--- src/rtl/register_controller.sv ---
// Sequencer for an external shift register: clear, transmit LSB-first,
// or receive serially, with abort and synchronous reset.
module register_controller #(
   parameter int WIDTH = 8
) (
   input  logic             clk,
   input  logic             sync_reset,
   input  logic             cmd_valid,
   output logic             cmd_ready,
   input  logic [1:0]       cmd_op,
   input  logic [WIDTH-1:0] cmd_data,
   input  logic             abort,
   input  logic [WIDTH-1:0] reg_data,
   output logic [2:0]       ctrl,
   output logic [WIDTH-1:0] par_data,
   output logic             tx_bit,
   output logic             tx_valid,
   output logic             done,
   output logic [WIDTH-1:0] rx_data
);

   localparam int CW = $clog2(WIDTH) + 1;

   localparam logic [2:0] C_NONE = 3'd0;
   localparam logic [2:0] C_CLR  = 3'd1;
   localparam logic [2:0] C_PLD  = 3'd2;
   localparam logic [2:0] C_SML  = 3'd3;
   localparam logic [2:0] C_SLR  = 3'd6;

   localparam logic [1:0] OP_CLEAR = 2'd0;
   localparam logic [1:0] OP_TX    = 2'd1;
   localparam logic [1:0] OP_RX    = 2'd2;

   typedef enum logic [2:0] {
      S_IDLE,
      S_CLEAR,
      S_LOAD,
      S_SHIFT,
      S_RECV,
      S_DONE
   } state_e;

   state_e           state_q, state_d;
   logic [CW-1:0]    cnt_q, cnt_d;
   logic [WIDTH-1:0] par_q, par_d;
   logic [2:0]       ctrl_q, ctrl_d;
   logic             ready_q, ready_d;
   logic             txv_q, txv_d;
   logic             done_q, done_d;
   logic             last;

   assign last = (cnt_q == CW'(WIDTH - 1));

   always_comb begin
      state_d = state_q;
      cnt_d   = cnt_q;
      par_d   = par_q;
      unique case (state_q)
         S_IDLE: begin
            if (cmd_valid) begin
               unique case (cmd_op)
                  OP_CLEAR: state_d = S_CLEAR;
                  OP_TX: begin
                     state_d = S_LOAD;
                     par_d   = cmd_data;
                  end
                  OP_RX: begin
                     state_d = S_RECV;
                     cnt_d   = '0;
                  end
                  default: state_d = S_IDLE;
               endcase
            end
         end
         S_CLEAR: state_d = S_DONE;
         S_LOAD: begin
            if (abort) begin
               state_d = S_CLEAR;
            end else begin
               state_d = S_SHIFT;
               cnt_d   = '0;
            end
         end
         S_SHIFT, S_RECV: begin
            if (abort) begin
               state_d = S_CLEAR;
            end else begin
               cnt_d = cnt_q + CW'(1);
               if (last) state_d = S_DONE;
            end
         end
         S_DONE:  state_d = S_IDLE;
         default: state_d = S_IDLE;
      endcase
   end

   // Outputs are decoded from the next state so they register with it.
   always_comb begin
      ctrl_d  = C_NONE;
      ready_d = 1'b0;
      txv_d   = 1'b0;
      done_d  = 1'b0;
      unique case (state_d)
         S_IDLE:  ready_d = 1'b1;
         S_CLEAR: ctrl_d  = C_CLR;
         S_LOAD:  ctrl_d  = C_PLD;
         S_SHIFT: begin
            ctrl_d = C_SLR;
            txv_d  = 1'b1;
         end
         S_RECV:  ctrl_d = C_SML;
         S_DONE:  done_d = 1'b1;
         default: ctrl_d = C_NONE;
      endcase
   end

   always_ff @(posedge clk) begin
      if (sync_reset) begin
         state_q <= S_IDLE;
         cnt_q   <= '0;
         par_q   <= '0;
         ctrl_q  <= C_NONE;
         ready_q <= 1'b1;
         txv_q   <= 1'b0;
         done_q  <= 1'b0;
      end else begin
         state_q <= state_d;
         cnt_q   <= cnt_d;
         par_q   <= par_d;
         ctrl_q  <= ctrl_d;
         ready_q <= ready_d;
         txv_q   <= txv_d;
         done_q  <= done_d;
      end
   end

   assign cmd_ready = ready_q;
   assign ctrl      = ctrl_q;
   assign par_data  = par_q;
   assign tx_valid  = txv_q;
   assign done      = done_q;
   assign tx_bit    = reg_data[0];
   assign rx_data   = reg_data;

endmodule

--- config.mk ---
export PLATFORM = sky130hd
export DESIGN_NAME = register_controller
export DESIGN_NICKNAME = d
export VERILOG_FILES = /design/src/rtl/register_controller.sv
export SDC_FILE = /design/constraint.sdc
export NUM_CORES = 1
export LEC_CHECK = 0
export BUFFER_PORTS_ARGS = -buffer_cell sky130_fd_sc_hd__buf_4
export CORE_UTILIZATION = 45
export DETAILED_ROUTE_END_ITERATION = 7
export GPL_ROUTABILITY_DRIVEN = 0
export MAX_ROUTING_LAYER = met4
export PLACE_DENSITY_LB_ADDON = 0.1
export REMOVE_ABC_BUFFERS = 1
export SKIP_LAST_GASP = 1
export SYNTH_ARGS = -nofsm -noshare
export SYNTH_HDL_FRONTEND = slang
export SYNTH_SLANG_ARGS = --single-unit
--- constraint.sdc ---
create_clock -name clk -period 1.9 [get_ports clk]
set_clock_uncertainty 0.05 [all_clocks]
set_input_delay 0.19 -clock clk [delete_from_list [all_inputs] [get_ports clk]]
set_output_delay 0.19 -clock clk [all_outputs]
set_load 0.05 [all_outputs]
==> Yosys cells after proc, flatten, opt, wreduce, memory -nomap -nowiden <==
Cells that the tools add are included.
{ "classes": {"addsub": 1, "multipliers": 0, "div_mod_pow": 0, "n_lt_le_gt_ge": 0, "eq_ne": 16, "shifts": 0, "mux": 15, "bitwise_logic": 0, "n_reduce_logical": 7} }
{ "ops": {"columns": ["op", "n"], "rows": [
  ["one-hot mux 3 bit (4 select lines)", 2],
  ["two-way mux 4 bit", 4],
  ["equality test 3 x 2 -> 1 bit (second input constant)", 4],
  ["one-hot mux 4 bit (3 select lines)", 1],
  ["equality test 3 bit (second input constant)", 3],
  ["two-way mux 3 bit", 3],
  ["one-hot mux 3 bit (3 select lines)", 1],
  ["equality test 3 x 1 -> 1 bit (second input constant)", 2],
  ["logical NOT 3 bit", 2],
  ["!= test 2 bit (second input constant)", 3],
  ["AND reduction 5 bit", 1],
  ["adder 4 x 1 -> 4 bit (second input constant)", 1],
  ["equality test 4 x 3 -> 1 bit (second input constant)", 1],
  ["two-way mux 1 bit", 3],
  ["AND reduction 3 bit", 1],
  ["nonzero test 3 bit", 1],
  ["equality test 2 x 1 -> 1 bit (second input constant)", 1],
  ["equality test 2 bit (second input constant)", 1],
  ["logical NOT 2 bit", 1],
  ["two-way mux 2 bit", 1],
  ["!= test 2 x 1 -> 1 bit (second input constant)", 1],
  ["OR reduction 2 bit", 1]
]} }
{ "word_totals": {"ff_bits": 21, "latch_bits": 0, "ram_bits": 0, "mem_bits_ro": 0, "in_bits": 22, "out_inout_bits": 23, "wordCells": 46, "memories": 0} }

==> Logic depth before layout (Yosys ltp) <==
{ "logic_depth": {"depth_word": 6, "ltp_mapped": 5} }

==> Least setup slack after synthesis <==
OpenSTA, ideal clock, no wires.
{ "synth_timing": {"kind": "flip-flop to flip-flop", "startpoint": "reg state_q[2]", "endpoint": "reg cnt_q[3]", "setup_ns": 0.074, "arrival_ns": 1.449, "t_required_ns": 1.776, "path_slack_ns": 0.327, "path_stages_with_launch": 6, "synth_period_minus_slack_ns": 1.573, "cell_sequence": "dfxtp_1 -> buf_6 -> or3b_4 -> nand2_2 -> or4b_1 -> a31oi_1"} }
{ "synth_between": {"elab_chain_len": 4, "elab_cells_between_ends": 12} }
{ "synth_rtl": {"columns": ["item", "line_no", "source"], "rows": [
  ["from (decl)", "43", "state_e state_q, state_d;"],
  ["from (signal assigned)", "127", "state_q <= state_d;"],
  ["equality test 3 x 2 -> 1 bit or equality test 3 bit (tied branches)", "58", "unique case (state_q)"],
  ["OR reduction 2 bit", "58", null],
  ["!= test 2 bit (no source line) or nonzero test 3 bit (tied branches)", null, null],
  ["AND reduction 5 bit (no source line)", null, null],
  ["to (signal assigned)", "128", "cnt_q <= cnt_d;"],
  ["to (decl)", "44", "logic [CW-1:0] cnt_q, cnt_d;"]
]} }
Several ways; a longest one is shown, not always the timed one.
A chain may end at the register's enable or synchronous reset.

==> Worst setup path in the final report <==
Ends and elaborated chain as after synthesis.

==> impl_results.md <==
* R2r setup slk at roughly 0.15 ns
* Pre-CTS setup slack at about 0.20 ns
* Vias in the first global route at 683
* Post-CTS setup repair buffer count at 0
* Clock power frac at 0.264
* Synth Warn # at 0
* First-pass GRT wire length at 2967 um
* Final HPWL DP at roughly 1300 um
* Finished Cell Area at between 1000 and 1500 sq um
* Area Overhead vs Synth at 18.13%
* Post-route ant nets at 0
* Max-slew headroom at 0.6951
* Ant. Diodes at 0
* GRT Residual Overflow at 0
* Final Worst Setup Slack at around 0.15 ns
* Initial core utilization at 0.4874
* Cts hold-fix bufs at 0
* Total CTS buffers at 3
* Syn Area/Cell at about 9.3 sq um
* Worst-Skew Late Latency at just under 0.3 ns
* Worst hold path type: in -> reg
* Arrival time of the worst setup path at around 1.9 ns
* Drt wl/cell at 12.47 um
* Sequential share of power at 0.502
* Largest net degree at the start of global routing at 21
* WP data required at between 2 and 2.5 ns
* Post-synth EDFFs at 0
* Cell Chain, Critical Path: or3b_4 > nand2_2 > or4b_1 > a31oi_1
* Type of the worst setup path: reg -> reg
* Slowest stage delay, CP at around 0.5 ns
* FP Rows at 16
* DP Area at 1105 sq um
* PostCTS Resize Cnt at 0
* RSZ-0062 raised after global routing: false
* Overall Power at ~0.00092 W
* R2r endpoint: cnt_q[3]
* Vias per Instance at approximately 5.5
* Nets@finish at roughly 150
* Switch Pwr at about 0.00027 W
* Clk root buf: clkbuf_4
* Final TNS setup at 0 ns
* Total die area at roughly 2300 sq um
* Reg2Reg Launch Point: state_q[2]
* Core Box Area at 1982 sq um
* Initial antenna violation count at 0
* Depth of the most critical reg-to-reg path at 4
* Combinational Power Share at 0.233
* Critical Path Start: state_q[2]
* Initial DRC count at 13
* H-tree depth at 1
* Maximum root-to-sink buffer count at 2
* Asr flop ratio synth at 0
* I/O Buffers at 27
* Worst-Margin Slew at ~0.46 ns
* Switching share of total power at 0.2986
* Max_cap viols at 0
* CTS Sinks at 20
* Post-synth top flop: dfxtp_1
* Synth cell types at 34
* DRT Wirelength at about 1800 um
* Startpoint type of the worst setup path: flop
* Post-synthesis cell count at 104
* Syn Std Cell Area at 965.9 sq um
* Fmax at between 500 and 600 MHz
* Die Span X at 48.33 um
* Vias at roughly 800
* Status: complete, no violations
* Synthesized flop and latch total at 20
* Util after Layout at 0.5758
* Share of cells above drive strength 1 at 0.3058
* Lkg Pwr at 0.5146 nW
* Die Height at a little under 50 um
* WHS Path Cells at 3
* Worst setup EP type: flop
* Slew Limit Fails at 0
* Initial DRT Pass Iterations at 4
* Commonest non-fill, non-tap cell in the layout: buf_4
* Fin crit share at 0.9197
* Post-route minimum period at between 1.5 and 2 ns
* Seq/Total Area, Yosys at 0.4145
* IO Count at 45
* Crit path max fanout at 10
* Final setup violation count at 0
* Most frequent cells in the layout: buf_4, dfxtp_1, nor2_1
* CP max-delay cell: dfxtp_1
* Hold path start: cmd_data[4]
* Hold worst-path end: par_data[4]
* Drc violations at 0
* Int Power at 0.0006459 W
* Pwr dens at roughly 800 nW/um^2
* GRT Resource Usage Total at 0.1628
* Final count of hold timing violations at 0
* Worst IR Drop VDD at between 0.4 and 0.5 mV
* Reg clk slew, reported paths at about 0.11 ns
* CTS tree: yes
==> Yosys cell counts, types with 2 or more instances <==
cell	instances	share of area
nand4bb_1	2	0.023
inv_1	2	0.0078
nor3_1	2	0.010
or3b_2	2	0.018
mux2i_1	8	0.083
nand3_1	5	0.026
a21oi_1	6	0.031
dfxtp_1	20	0.41
nand2b_1	3	0.019
nor2_1	15	0.058
nand2_1	2	0.0078
a31oi_1	3	0.019
clkbuf_1	3	0.012
buf_4	10	0.078
a211o_1	2	0.018
==> worst max-delay path, delay by kind of cell, from the launching register on <==
| family | cells | cell delay [ns] |
|---|---|---|
| AND/OR/NAND/NOR | 3 | 0.98 |
| flip-flops | 1 | 0.50 |
| AO/OA/AOI/OAI | 1 | 0.16 |
==> layer usage <==
metal / track usage / share of wire / vias to the layer above
li1: - / - / 398
met4: 0.04412 / 0.0043 / 0
met5: - / 0 / -
met2: 0.2418 / 0.45 / 36
met1: 0.2106 / 0.46 / 372
met3: 0.05660 / 0.079 / 2
==> state kept, by name (all words and copies together) (netlist names) <==
signal,flops
par_data,8
cmd_ready,1
state_q,3
done,1
ctrl,3
cnt_q,4
==> per-stage QoR <==
| stage | hold slack, ns | cells |
|---|---|---|
| CTS | 0.06925 | 148 |
| global route | 0.07587 | 148 |
| global placement | 0.3305 | 144 |
| finish | 0.07053 | 148 |
| detailed placement | 0.3305 | 144 |
| floorplan | 0.2091 | 90 |
==> final cells by class <==
cell class	count	area (sq um)
clock buffers	4	36.28
fillers	186	840.8
inverters	2	7.507
multi-input cells	68	460.4
flip-flops and latches	20	400.4
well taps	27	33.78
repair buffers	27	202.7
==> cells by family after synthesis <==
group	share of synthesized area
mux	0.08290
compound gates	0.1360
fa+ha+maj	0.01295
flops	0.4145
buf+inv	0.1088
simple gates	0.2448
==> worst max path at each step <==
| stage | to | cells past startpoint | slack, ns |
|---|---|---|---|
| after global routing | cnt_q[2] | 4 | 0.03 |
| final | cnt_q[3] | 4 | 0.15 |
| after CTS | cnt_q[3] | 4 | 0.17 |
| after global placement | cnt_q[3] | 4 | 0.25 |
| after floorplan | cnt_q[3] | 4 | 0.31 |
| after detailed placement | cmd_ready | 4 | 0.20 |
==> power by group through the flow <==
stage | clock network (W) | registers [W] | logic (W)
6_report | 0.000243 | 0.000463 | 0.000215
5_1_grt | 0.000266 | 0.000467 | 0.000232
4_1_cts | 0.000249 | 0.000463 | 0.000216
3_5_place_dp | 0 | 0.000472 | 0.000215
3_3_place_gp | 0 | 0.000471 | 0.000213
2_1_floorplan | 0 | 0.000532 | 0.0000802
(Power assumes the default switching activity.)
